### src/rtl/sram_dp_be.sv
// ---------------------------------------------------------------------------
// sram_dp_be
// Simple dual-port SRAM (one write port, one read port, single clock) intended
// for cache tag/data arrays.
//   * per-byte write enables on the write port
//   * registered read pipeline of 1 or 2 cycles (RD_LAT)
//   * selectable same-address read-during-write result (RDW_MODE)
//   * optional post-reset clear sequencer that zeroes every entry before the
//     array accepts traffic (CLEAR_ON_RST)
//
// Ports
//   clk      in   1          clock, all state updates on the rising edge
//   rst_n    in   1          asynchronous active-low reset
//   we       in   1          write request
//   wbe      in   WIDTH/8    byte enables, bit i selects d_write[8i+7:8i]
//   waddr    in   ASIZE      write address
//   d_write  in   WIDTH      write data
//   re       in   1          read request
//   raddr    in   ASIZE      read address
//   d_read   out  WIDTH      read data, meaningful when rvalid=1, else holds
//   rvalid   out  1          one-cycle pulse per accepted read
//   busy     out  1          high while the clear sequence runs
// ---------------------------------------------------------------------------
module sram_dp_be #(
    parameter int WIDTH        = 64,
    parameter int ASIZE        = 4,
    parameter int RD_LAT       = 1,
    parameter int RDW_MODE     = 0,
    parameter int CLEAR_ON_RST = 1
) (
    input  logic                 clk,
    input  logic                 rst_n,
    input  logic                 we,
    input  logic [WIDTH/8-1:0]   wbe,
    input  logic [ASIZE-1:0]     waddr,
    input  logic [WIDTH-1:0]     d_write,
    input  logic                 re,
    input  logic [ASIZE-1:0]     raddr,
    output logic [WIDTH-1:0]     d_read,
    output logic                 rvalid,
    output logic                 busy
);

    localparam int NBYTE = WIDTH / 8;
    localparam int DEPTH = 1 << ASIZE;

    localparam logic [ASIZE-1:0] LAST_ADDR = ASIZE'(DEPTH - 1);
    localparam logic [ASIZE-1:0] ADDR_ONE  = ASIZE'(1);

    typedef enum logic {
        ST_CLEAR = 1'b0,
        ST_READY = 1'b1
    } state_t;

    localparam state_t RST_STATE = (CLEAR_ON_RST != 0) ? ST_CLEAR : ST_READY;

    // Replace the bytes of old_w selected by be with the matching bytes of new_w.
    function automatic logic [WIDTH-1:0] merge_bytes(
        input logic [WIDTH-1:0] old_w,
        input logic [WIDTH-1:0] new_w,
        input logic [NBYTE-1:0] be
    );
        logic [WIDTH-1:0] res;
        res = old_w;
        for (int i = 0; i < NBYTE; i++) begin
            if (be[i]) begin
                res[8*i +: 8] = new_w[8*i +: 8];
            end else begin
                res[8*i +: 8] = old_w[8*i +: 8];
            end
        end
        return res;
    endfunction

    // -----------------------------------------------------------------------
    // Declarations
    // -----------------------------------------------------------------------
    state_t             r_state;
    state_t             w_state_nxt;
    logic [ASIZE-1:0]   r_clr_addr;
    logic [ASIZE-1:0]   w_clr_addr_nxt;
    logic               w_ready;

    logic               w_wr_en;
    logic [ASIZE-1:0]   w_wr_addr;
    logic [WIDTH-1:0]   w_wr_data;
    logic [NBYTE-1:0]   w_wr_be;
    logic [WIDTH-1:0]   w_wr_merged;

    logic               w_rd_en;
    logic               w_rd_hit;
    logic [WIDTH-1:0]   w_rd_old;
    logic [WIDTH-1:0]   w_rd_word;

    logic               w_pipe_valid;
    logic [WIDTH-1:0]   w_pipe_data;

    logic [WIDTH-1:0]   r_d_read;
    logic               r_rvalid;

    // Storage has no reset; the clear sequencer is what defines its contents.
    logic [WIDTH-1:0]   r_mem [DEPTH];

    // -----------------------------------------------------------------------
    // Clear / ready FSM
    // -----------------------------------------------------------------------

    // State and clear-address registers.
    always_ff @(posedge clk or negedge rst_n) begin
        if (!rst_n) begin
            r_state    <= RST_STATE;
            r_clr_addr <= {ASIZE{1'b0}};
        end else begin
            r_state    <= w_state_nxt;
            r_clr_addr <= w_clr_addr_nxt;
        end
    end

    // Next-state logic: walk every address once, then park in READY for good.
    always_comb begin
        w_state_nxt    = r_state;
        w_clr_addr_nxt = r_clr_addr;
        case (r_state)
            ST_CLEAR: begin
                w_clr_addr_nxt = r_clr_addr + ADDR_ONE;
                if (r_clr_addr == LAST_ADDR) begin
                    w_state_nxt = ST_READY;
                end else begin
                    w_state_nxt = ST_CLEAR;
                end
            end
            ST_READY: begin
                w_state_nxt    = ST_READY;
                w_clr_addr_nxt = {ASIZE{1'b0}};
            end
            default: begin
                w_state_nxt    = RST_STATE;
                w_clr_addr_nxt = {ASIZE{1'b0}};
            end
        endcase
    end

    assign w_ready = (r_state == ST_READY);

    // -----------------------------------------------------------------------
    // Write port
    // -----------------------------------------------------------------------

    // Write-port mux: the clear sequencer owns the port until READY.
    always_comb begin
        w_wr_en   = 1'b0;
        w_wr_addr = {ASIZE{1'b0}};
        w_wr_data = {WIDTH{1'b0}};
        w_wr_be   = {NBYTE{1'b0}};
        if (!w_ready) begin
            w_wr_en   = 1'b1;
            w_wr_addr = r_clr_addr;
            w_wr_data = {WIDTH{1'b0}};
            w_wr_be   = {NBYTE{1'b1}};
        end else begin
            // All-zero byte enables make the write a no-op.
            w_wr_en   = we && (|wbe);
            w_wr_addr = waddr;
            w_wr_data = d_write;
            w_wr_be   = wbe;
        end
    end

    assign w_wr_merged = merge_bytes(r_mem[w_wr_addr], w_wr_data, w_wr_be);

    // Memory array update.
    always_ff @(posedge clk) begin
        if (w_wr_en) begin
            r_mem[w_wr_addr] <= w_wr_merged;
        end
    end

    // -----------------------------------------------------------------------
    // Read port
    // -----------------------------------------------------------------------
    assign w_rd_en  = w_ready && re;
    assign w_rd_old = r_mem[raddr];
    assign w_rd_hit = w_ready && w_wr_en && (waddr == raddr);

    // Same-edge collision: either the pre-write word or the merged word.
    always_comb begin
        w_rd_word = w_rd_old;
        if ((RDW_MODE != 0) && w_rd_hit) begin
            w_rd_word = merge_bytes(w_rd_old, d_write, wbe);
        end else begin
            w_rd_word = w_rd_old;
        end
    end

    generate
        if (RD_LAT == 2) begin : g_lat2
            logic               r_s1_valid;
            logic [WIDTH-1:0]   r_s1_data;

            // First read stage; reset drops any read in flight.
            always_ff @(posedge clk or negedge rst_n) begin
                if (!rst_n) begin
                    r_s1_valid <= 1'b0;
                    r_s1_data  <= {WIDTH{1'b0}};
                end else begin
                    r_s1_valid <= w_rd_en;
                    if (w_rd_en) begin
                        r_s1_data <= w_rd_word;
                    end
                end
            end

            assign w_pipe_valid = r_s1_valid;
            assign w_pipe_data  = r_s1_data;
        end else begin : g_lat1
            assign w_pipe_valid = w_rd_en;
            assign w_pipe_data  = w_rd_word;
        end
    endgenerate

    // Output stage; data only moves on a valid read so it holds otherwise.
    always_ff @(posedge clk or negedge rst_n) begin
        if (!rst_n) begin
            r_rvalid <= 1'b0;
            r_d_read <= {WIDTH{1'b0}};
        end else begin
            r_rvalid <= w_pipe_valid;
            if (w_pipe_valid) begin
                r_d_read <= w_pipe_data;
            end
        end
    end

    assign d_read = r_d_read;
    assign rvalid = r_rvalid;
    assign busy   = (r_state == ST_CLEAR);

endmodule

### config.mk
export PLATFORM = sky130hd
export DESIGN_NAME = sram_dp_be
export DESIGN_NICKNAME = d
export VERILOG_FILES = /design/src/rtl/sram_dp_be.sv
export SDC_FILE = /design/constraint.sdc
export NUM_CORES = 1
export LEC_CHECK = 0
export ABC_AREA = 1
export BUFFER_PORTS_ARGS = -buffer_cell sky130_fd_sc_hd__buf_2
export CAP_MARGIN = 10
export CORE_MARGIN = 2
export CORE_UTILIZATION = 30
export CTS_CLUSTER_DIAMETER = 40
export CTS_CLUSTER_SIZE = 8
export DETAILED_ROUTE_END_ITERATION = 8
export HOLD_SLACK_MARGIN = 0.02
export MAX_ROUTING_LAYER = met4
export SYNTH_ARGS = -nofsm -noshare
export SYNTH_HDL_FRONTEND = slang
export SYNTH_SLANG_ARGS = --single-unit
### constraint.sdc
create_clock -name clk -period 1.8 [get_ports clk]
set_input_delay 0.09 -clock clk [delete_from_list [all_inputs] [get_ports clk]]
set_output_delay 0.09 -clock clk [all_outputs]
set_load 0.005 [all_outputs]
==> summary.md <==
| Metric | Value |
|---|---|
| Result of the run | finished, violations left |
| Violated checks | setup timing |
| Share of the clock period used by the worst path after layout | 124% |
| Worst slack after detailed placement | -0.790 ns |
| Total die area | 151000 um2 |
| Tightest Pin Transition | 0.585 ns |
| Leakage power total | 22.4 nW |
| Number of I/O port buffers | 149 |
| Overflow after GRT | 0 |
| Post-Place Cell Area | 50900 um2 |
| First-pass iteration count of the detailed router | 5 |
| Layout cells sized above 1 | 19.0% |
| Clock transition time at the flip-flop clock pins of the worst setup and hold paths | 0.05 ns |
| Routed length on met3 | 9.76 mm |
| Hold violation total from the final report | 0 |
| Layout-stage area growth over the synthesis result | 30.8% |
| Final total power | 61.1 mW |
| Maximum number of pins on one net before global-route repair | 75 |
| Antenna violations before repair | 1 |
| Kind of capture point of the worst setup path | flop |
| Core Footprint | 147000 um2 |
| Routed wire length | 126 mm |
| Setup Viol. Count Final | 1149 |
| Antenna viol nets, final | 0 |
| Startpoint of the most critical hold path | wbe[7] |
| CTS Sinks | 1094 |
| Yosys reg bits | 1094 |
| Peak fanout along the critical path | 8 |
| Arrival time at the worst endpoint | 2.70 ns |
| Global-route wire length before repair | 188 mm |
| Number of global-route vias before repair | 30600 |
| CP required | 2.28 ns |
| Site row count | 141 |
| Average wire per standard cell | 19.3 um |
| Total global routing track utilization | 16.9% |
| Type of the worst min-delay path | in2reg |
| Netlist cell types | 19 |
| Crit path launch type | flop |
| TritonCTS clock tree | built |
| Cell taking the most area after synthesis | edfxtp_1 |
| Number of vias after detailed routing | 31100 |
| Most area-consuming cells after synthesis | edfxtp_1, nand2_1, nand3_1, dfrtp_1, buf_2 |
| Total count of max-transition violations in the final report | 0 |
| Worst-case clock buffer depth | 3 |
| Commonest cells after routing, fill and taps aside | nand2_1, edfxtp_1, nand3_1, clkbuf_16, buf_12 |
| CTS H-tree lvls | 4 |
| Sequential fraction of the synthesis area | 73.1% |
| Met1 wire length | 53.5 mm |
| Gp weighted congestion | 0.850 |
| DIE WIDTH | 389 um |
| Portion of synthesized cell area occupied by the leading cell type | 69.2% |
| Synth warnings | 0 |
| Final non-filler cell area | 58100 um2 |
| Skew final | 0.0280 ns |
| Class of the most critical setup path | reg2reg |
| Clock root buffer | clkbuf_16 |
| Post-layout min period | 2.23 ns |
| Synth Instances | 3967 |
| Detailed route wirelength on metal2 | 58.1 mm |
| Startpoint of the worst setup timing path | r_state |
| Synthesized area | 44500 um2 |
| Initial Util | 30.1% |
| FF-to-FF Start | r_state |
| PnR worst setup slack | -0.426 ns |
| Pwr Density | 1050 nW/um2 |
| Commonest non-fill, non-tap cell in the layout | nand2_1 |
| Nets | 4564 |
| Summed negative setup slack over all endpoints | -348.18 ns |
| Ratio of routed vias to standard cells | 4.76 |
| Estimated wirelength of the detail-placed design | 79.8 mm |
| Chip Height | 389 um |
| Clock latency on the worst-skew pair | 0.78 ns |
| Max Clk Rate | 449 MHz |
| Number of top-level design ports | 150 |
| Synth Area per Inst | 11.2 um2 |
| Headroom to the max-slew limit | 61.0% |
| Max-capacitance violation count | 0 |
| Number of nets produced by synthesis | 4052 |
| Number of filler cells placed in the layout | 13900 |
| RSZ-0062 raised after global routing | yes |
| Max rail drop VDD | 1000 uV |
| CTS Buf Count | 164 |
| Highest routed layer | met4 |
| Count of unresolved DRC violations after routing | 0 |
| Initial DRC Count | 2696 |
==> cells by family after synthesis <==
logic type	share of synthesized area [%]
compound gates	0.163
xor+xnor	0.0197
fa+ha+maj	0.0281
buf+inv	3.04
flops	73.1
simple gates	23.6
==> through the flow <==
step	hold slack, ns	util (%)	instances
6_report	0.112	39.4	6523
3_5_place_dp	0.155	34.5	6150
3_3_place_gp	0.146	34.5	6150
2_1_floorplan	-0.206	-	3967
5_1_grt	0.105	39.4	6521
4_1_cts	0.0371	39.1	6519
==> power by group <==
part           leakage (nW)  switching (mW)  internal [mW]
sequential             10.1           0.140           28.1
combinational          9.97            2.91           1.63
clock                  2.33            11.0           17.3
total                  22.4            14.0           47.1
==> worst max-delay path, stage by stage, from the launching register on <==
cell and delay, ns:
dfrtp_4 0.52, buf_6 0.14, buf_6 0.11, o21ai_4 0.19, buf_6 0.14, inv_4 0.04, nor2_4 0.15, nand2_2 0.13
buf_4 0.19, nor2_1 0.14, buf_6 0.17
==> registers in the layout, indices dropped and copies added (netlist names) <==
register    cells
r_mem        1024
d_read         64
r_clr_addr      4
r_state         1
rvalid          1
==> cell type report <==
class / instances / area (um2) / share of cell area (%)
well taps: 1930 / 2410 / 4.15
diodes: 2 / 5.00 / 0.00861
repair buffers: 588 / 6510 / 11.2
clock buffers: 244 / 4460 / 7.66
multi-input cells: 2555 / 11500 / 19.8
clock inverters: 34 / 395 / 0.680
inverters: 76 / 318 / 0.547
flip-flops and latches: 1094 / 32500 / 55.9
==> worst paths after layout <==
path	endpoint	slack [ns]	depth (start not counted)
setup reg to reg	r_mem[7][15]	-0.43	10
hold / removal	r_mem[10][63]	0.11	5
max in group asynchronous	r_state	1.04	4
min in group asynchronous	d_read[24]	0.51	4
setup / recovery	r_mem[7][15]	-0.43	10
hold reg to reg	d_read[19]	0.47	2
==> layer usage <==
layer  up-vias  track usage [%]
met2      1198             25.6
met4         0             7.12
li1      14700                -
met1     15000             21.7
met3       254             3.90
met5         -                -
==> synth_stat cells <==
| cell type | instances |
|---|---|
| or2_1 | 2 |
| nor2_2 | 2 |
| nand4_1 | 1 |
| nand3_1 | 770 |
| o21ai_0 | 1 |
| inv_1 | 69 |
| nand2_1 | 1621 |
| buf_1 | 32 |
| clkbuf_1 | 83 |
| dfrtp_1 | 70 |
| edfxtp_1 | 1024 |
| a21oi_1 | 3 |
| o21ai_2 | 2 |
| nor2_1 | 144 |
| buf_2 | 127 |
| xor2_1 | 1 |
| inv_2 | 7 |
| o21ai_1 | 7 |
| ha_1 | 1 |
==> timing repair <==
action	4_1_cts	5_1_grt
gates resized for setup	237	106
endpoints found under the setup margin	1150	1153
hold buffers	70	0
pin swaps	53	29
hold endpoints to repair	1143	0
setup buffers	21	4
No activity file was read; power rests on OpenSTA's default activity.
